===== src/rtl/muldiv_unit.sv =====
// Iterative MIPS multiply/divide unit: one bit per cycle shift-add multiply or
// restoring divide on operand magnitudes, signs applied in a final FIX cycle.
module muldiv_unit #(
    parameter int WIDTH = 32
) (
    input  logic             clk,
    input  logic             reset,
    input  logic             start_in,
    input  logic [1:0]       op_in,
    input  logic [WIDTH-1:0] rs_in,
    input  logic [WIDTH-1:0] rt_in,
    input  logic             mthi_in,
    input  logic             mtlo_in,
    output logic             busy_out,
    output logic             done_out,
    output logic [WIDTH-1:0] hi_out,
    output logic [WIDTH-1:0] lo_out
);

    typedef enum logic [1:0] {IDLE, ITER, FIX} state_t;

    state_t           state_reg, state_next;
    logic [4:0]       count_reg;
    logic [WIDTH-1:0] hi_reg, lo_reg;
    logic [WIDTH-1:0] work_hi_reg, work_lo_reg, opnd_reg;
    logic             is_div_reg, neg_res_reg, neg_rem_reg, done_reg;

    logic             is_signed, is_div, div_zero;
    logic [WIDTH-1:0] rs_abs, rt_abs;
    logic [WIDTH:0]   mul_sum;
    logic [WIDTH:0]   div_shift;
    logic [WIDTH-1:0] div_diff, rem_next;
    logic             div_ok;
    logic [2*WIDTH-1:0] prod, prod_neg;

    assign is_signed = op_in[0];
    assign is_div    = op_in[1];
    assign div_zero  = (rt_in == '0);
    assign rs_abs    = (is_signed && rs_in[WIDTH-1]) ? -rs_in : rs_in;
    assign rt_abs    = (is_signed && rt_in[WIDTH-1]) ? -rt_in : rt_in;

    // Multiply: work_hi is the accumulator, work_lo the multiplier shifting out.
    assign mul_sum   = {1'b0, work_hi_reg} + (work_lo_reg[0] ? {1'b0, opnd_reg} : '0);

    // Divide: work_hi is the remainder, work_lo the dividend becoming the quotient.
    assign div_shift = {work_hi_reg, work_lo_reg[WIDTH-1]};
    assign div_ok    = (div_shift >= {1'b0, opnd_reg});
    assign div_diff  = div_shift[WIDTH-1:0] - opnd_reg;
    assign rem_next  = div_ok ? div_diff : div_shift[WIDTH-1:0];

    assign prod      = {work_hi_reg, work_lo_reg};
    assign prod_neg  = -prod;

    always_comb begin
        state_next = state_reg;
        case (state_reg)
            IDLE:    if (start_in) state_next = ITER;
            ITER:    if (count_reg == 5'd31) state_next = FIX;
            FIX:     state_next = IDLE;
            default: state_next = IDLE;
        endcase
    end

    always_ff @(posedge clk or posedge reset) begin
        if (reset) begin
            state_reg   <= IDLE;
            count_reg   <= '0;
            hi_reg      <= '0;
            lo_reg      <= '0;
            work_hi_reg <= '0;
            work_lo_reg <= '0;
            opnd_reg    <= '0;
            is_div_reg  <= 1'b0;
            neg_res_reg <= 1'b0;
            neg_rem_reg <= 1'b0;
            done_reg    <= 1'b0;
        end else begin
            state_reg <= state_next;
            done_reg  <= (state_reg == FIX);
            case (state_reg)
                IDLE: begin
                    if (start_in) begin
                        is_div_reg  <= is_div;
                        // A zero divisor keeps the all-ones quotient unsigned, while
                        // negating the remainder magnitude restores the original rs.
                        neg_res_reg <= is_signed && (rs_in[WIDTH-1] ^ rt_in[WIDTH-1])
                                       && !(is_div && div_zero);
                        neg_rem_reg <= is_signed && is_div && rs_in[WIDTH-1];
                        work_hi_reg <= '0;
                        count_reg   <= '0;
                        work_lo_reg <= is_div ? rs_abs : rt_abs;
                        opnd_reg    <= is_div ? rt_abs : rs_abs;
                    end else begin
                        if (mthi_in) hi_reg <= rs_in;
                        if (mtlo_in) lo_reg <= rs_in;
                    end
                end
                ITER: begin
                    count_reg <= count_reg + 5'd1;
                    if (is_div_reg) begin
                        work_hi_reg <= rem_next;
                        work_lo_reg <= {work_lo_reg[WIDTH-2:0], div_ok};
                    end else begin
                        work_hi_reg <= mul_sum[WIDTH:1];
                        work_lo_reg <= {mul_sum[0], work_lo_reg[WIDTH-1:1]};
                    end
                end
                FIX: begin
                    if (is_div_reg) begin
                        lo_reg <= neg_res_reg ? -work_lo_reg : work_lo_reg;
                        hi_reg <= neg_rem_reg ? -work_hi_reg : work_hi_reg;
                    end else begin
                        {hi_reg, lo_reg} <= neg_res_reg ? prod_neg : prod;
                    end
                end
                default: ;
            endcase
        end
    end

    assign busy_out = (state_reg != IDLE);
    assign done_out = done_reg;
    assign hi_out   = hi_reg;
    assign lo_out   = lo_reg;

endmodule


===== config.mk =====
export PLATFORM = sky130hd
export DESIGN_NAME = muldiv_unit
export DESIGN_NICKNAME = d
export VERILOG_FILES = /design/src/rtl/muldiv_unit.sv
export SDC_FILE = /design/constraint.sdc
export NUM_CORES = 1
export LEC_CHECK = 0
export CORE_AREA = 4 4 174 303
export CTS_BUF_LIST = sky130_fd_sc_hd__clkbuf_16
export DETAILED_ROUTE_END_ITERATION = 8
export DIE_AREA = 0 0 178 307
export PLACE_DENSITY = 0.51
export SLEW_MARGIN = 30
export SYNTH_ARGS = -nofsm -noshare
export SYNTH_HDL_FRONTEND = slang
export SYNTH_SLANG_ARGS = --single-unit

===== constraint.sdc =====
create_clock -name clk -period 6.5 [get_ports clk]
set_input_delay 1.3 -clock clk [delete_from_list [all_inputs] [get_ports clk]]
set_output_delay 1.3 -clock clk [all_outputs]
set_load 0.02 [all_outputs]

==> metrics.csv <==
stage,metric,value,unit
status,result of the run,"complete, no violations",
placement,instance area after placement,17000,sq um
layout,total area of sequential cells,4280,sq um
setup_path,critical path capture point type,register,
clocking,clock latency on the worst-skew pair,0.47,ns
global_route,number of antenna violations at the first check in global routing,0,
clocking,Clk Tree Root Cell,sky130_fd_sc_hd__clkbuf_16,
setup_path,"Req. time, crit path",6.84,ns
synth,async set-or-reset flop fraction in the synthesized netlist,100,%
detailed_routing,TritonRoute pass-1 iters,5,
detailed_routing,routed wire length,63700,microns
clocking,CTS max path bufs,2,
detailed_routing,DRC Markers,0,
layout,antenna diode count,0,
layout,Post-Route Utilization,34.9,%
timing,clock tree skew after final layout,0.0177,ns
setup_path,Critical Path Max Stage Delay,0.55,ns
run,Maximum Capacitance Violations,0,
setup_path,kind of start point of the critical path,register,
pwr,leak pwr,6.89,nW
global_route,"Remaining Overflow, GRT",0,
timing,maximum clock frequency,0.227,GHz
pwr,"Power, Total",0.0108,W
hold_path,Hold Path Class,register to register,
synth,sequential element share of the synthesized area,28.6,%
floorplan,Core Region,50300,sq um
floorplan,initial cell density of the core,29.7,%
setup_path,crit path cell chain,and2_1 -> ha_1 -> inv_1 -> fa_1 -> nor2b_1 -> o2111ai_1 -> a21oi_1 -> nor3_1 -> o31ai_1 -> a41oi_1 -> o31ai_1 -> a21oi_1 -> o41ai_1,
global_route,maximum number of pins on one net before global-route repair,153,
synth,top flip-flop cell by instance count after synthesis,sky130_fd_sc_hd__dfrtp_1,
synth,post-synthesis area per instance,7.84,sq um
floorplan,row count,109,
detailed_routing,remaining number of nets flagged by the antenna check after routing,0,
layout,area added between synthesis and finish,17.3,%
clocking,Clock Pin Slew Worst Setup and Hold Paths,0.08,ns
clocking,TritonCTS clock tree,built,
timing,Fin. Hold Viols,0,
global_route,vias in the first global route,14800,
clocking,Clock Sinks,171,
timing,total of endpoints with negative setup slack in the final report,0,
timing,setup repair after global routing missed its margin,false,
setup_path,critical setup path kind,register to register,
synth,cells after synthesis,1910,
global_route,wire length of the first global-routing pass,94000,microns
timing,final cycle utilization of the critical path,67.8,%
timing,final worst path period need,4.41,ns
clocking,count of H-tree levels built during CTS,4,
timing,sum of negative setup slack,0,ns
detailed_routing,violation count after the first detailed-route iteration,783,
clocking,Inserted Clock Buffers,17,
detailed_routing,detailed-route wire length per cell,24.0,microns
timing,Least-Margin Pin Slew,0.952,ns
placement,Port Buffers,136,
setup_path,cell with the largest stage delay on the worst path,sky130_fd_sc_hd__dfrtp_1,
synth,Seq cells post-synth,171,
floorplan,top-level port count,137,
layout,share of post-route cells with drive strength above 1,4.64,%
layout,design area,17600,sq um
synth,biggest area contributors in the synthesized netlist,"sky130_fd_sc_hd__dfrtp_1 29%, sky130_fd_sc_hd__o21ai_0 7.1%, sky130_fd_sc_hd__xnor2_1 6.7%",
synth,synthesized area,15000,sq um
clocking,post-CTS setup buffer count,0,
floorplan,x dimension of the die,178,microns
global_route,global-route total usage across every layer,23.1,%
floorplan,Chip Height,307,microns
timing,Slew headroom,36.1,%
clocking,count of cells resized by post-cts repair,0,
layout,NumNets Final,2113,
synth,top cell type's share of synthesized area,28.6,%
setup_path,maximum fanout encountered on the critical timing path,8,
synth,number of enable-type register cells in the synthesized netlist,0,
layout,fillers,5228,
pwr,power density normalized to cell area,616,nW/um^2
floorplan,die footprint,54600,sq um
placement,final weighted congestion of routability-driven global placement,0.913,
clocking,number of buffers inserted by hold repair at cts,0,
setup_path,CP arrival,4.75,ns
detailed_routing,Vias,14700,
synth,most numerous cell types in the synthesized netlist,"224 x sky130_fd_sc_hd__nand2_1, 213 x sky130_fd_sc_hd__o21ai_0, 171 x sky130_fd_sc_hd__dfrtp_1",
timing,Max Slew Vio Count,0,
synth,top cell type by total area after synthesis,sky130_fd_sc_hd__dfrtp_1,
pwr,VDD IR-drop max,246,uV
synth,most numerous cell in the Yosys netlist,sky130_fd_sc_hd__nand2_1,
detailed_routing,average via count per standard cell,5.54,
placement,post-detail-place hpwl,50000,microns
layout,Multi-input gate area,9980,sq um
synth,count of cell types in the netlist,71,
synth,Post-Synthesis Net Count,2053,
synth,Yosys warning count,0,
==> cell usage in the layout, fill, tap and decap left out, drive strengths merged, types with 23 or more instances in the layout <==
cell type and n:
nor3 32, clkdlybuf4s50 135, buf 25, nor2 137, nand3 39, xnor2 115
a21o 24, a211oi 32, mux2i 100, ha 70, o21ai 220, xor2 58
o211ai 53, nand2 224, a21oi 153, or3 23, inv 82, dfrtp 171
nor2b 23
==> per-stage QoR <==
stage | std cells | hold slack, ns | worst slack [ns]
floorplan | 1910 | 0.450 | 0.568
global placement | 2615 | 0.464 | 1.75
detailed placement | 2616 | 0.470 | 1.76
CTS | 2646 | 0.485 | 2.13
global route | 2647 | 0.528 | 1.95
finish | 2647 | 0.480 | 2.09
==> cell families (layout without fill, tap and decap cells) <==
family,count (synthesis),count (layout),share of synthesized area [%]
AO/OA/AOI/OAI,612,612,24.8
adder cells (fa/ha/maj),72,72,6.12
AND/OR/NAND/NOR,583,583,18.4
XOR/XNOR,173,173,10.1
buffers and inverters,196,267,4.98
flip-flops,171,171,28.6
multiplexers,103,103,6.91
==> path summary, 6_finish.rpt <==
path	endpoint	cells past startpoint	slack (ns)	from
setup / recovery	work_hi_reg[31]	13	2.09	work_lo_reg[0]
hold / removal	opnd_reg[2]	2	0.48	opnd_reg[2]
setup reg to reg	work_hi_reg[31]	13	2.09	work_lo_reg[0]
hold reg to reg	opnd_reg[2]	2	0.48	opnd_reg[2]
max in group asynchronous	work_hi_reg[22]	4	4.13	reset
min in group asynchronous	is_div_reg	2	1.14	reset
==> layout make-up <==
cell class	count	share of cell area, %
well taps	666	4.75
clock buffers	17	2.42
multi-input cells	1543	56.9
repair buffers	160	9.07
flip-flops and latches	171	24.4
inverters	77	1.68
clock inverters	13	0.820
==> routing by layer <==
metal / vias to the layer above / global-route usage, % / share of wire, %
met5: - / 0 / 0
met4: 0 / 19.8 / 10
met3: 149 / 2.28 / 2.4
met2: 381 / 42.1 / 53
met1: 7180 / 23.2 / 35
li1: 6947 / - / -
==> worst max-delay path, delay by kind of cell, from the launching register on <==
| kind | cells | cell delay (ns) |
|---|---|---|
| compound gates | 7 | 2.41 |
| buf+inv | 1 | 0.07 |
| fa+ha+maj | 2 | 0.61 |
| simple gates | 3 | 0.62 |
| flops | 1 | 0.55 |
==> where the power goes <==
part	switching [W]	internal (W)
Sequential	0.000771	0.00162
Combinational	0.00442	0.00294
Clock	0.000503	0.000568
Power figures use the tool's default switching activity.
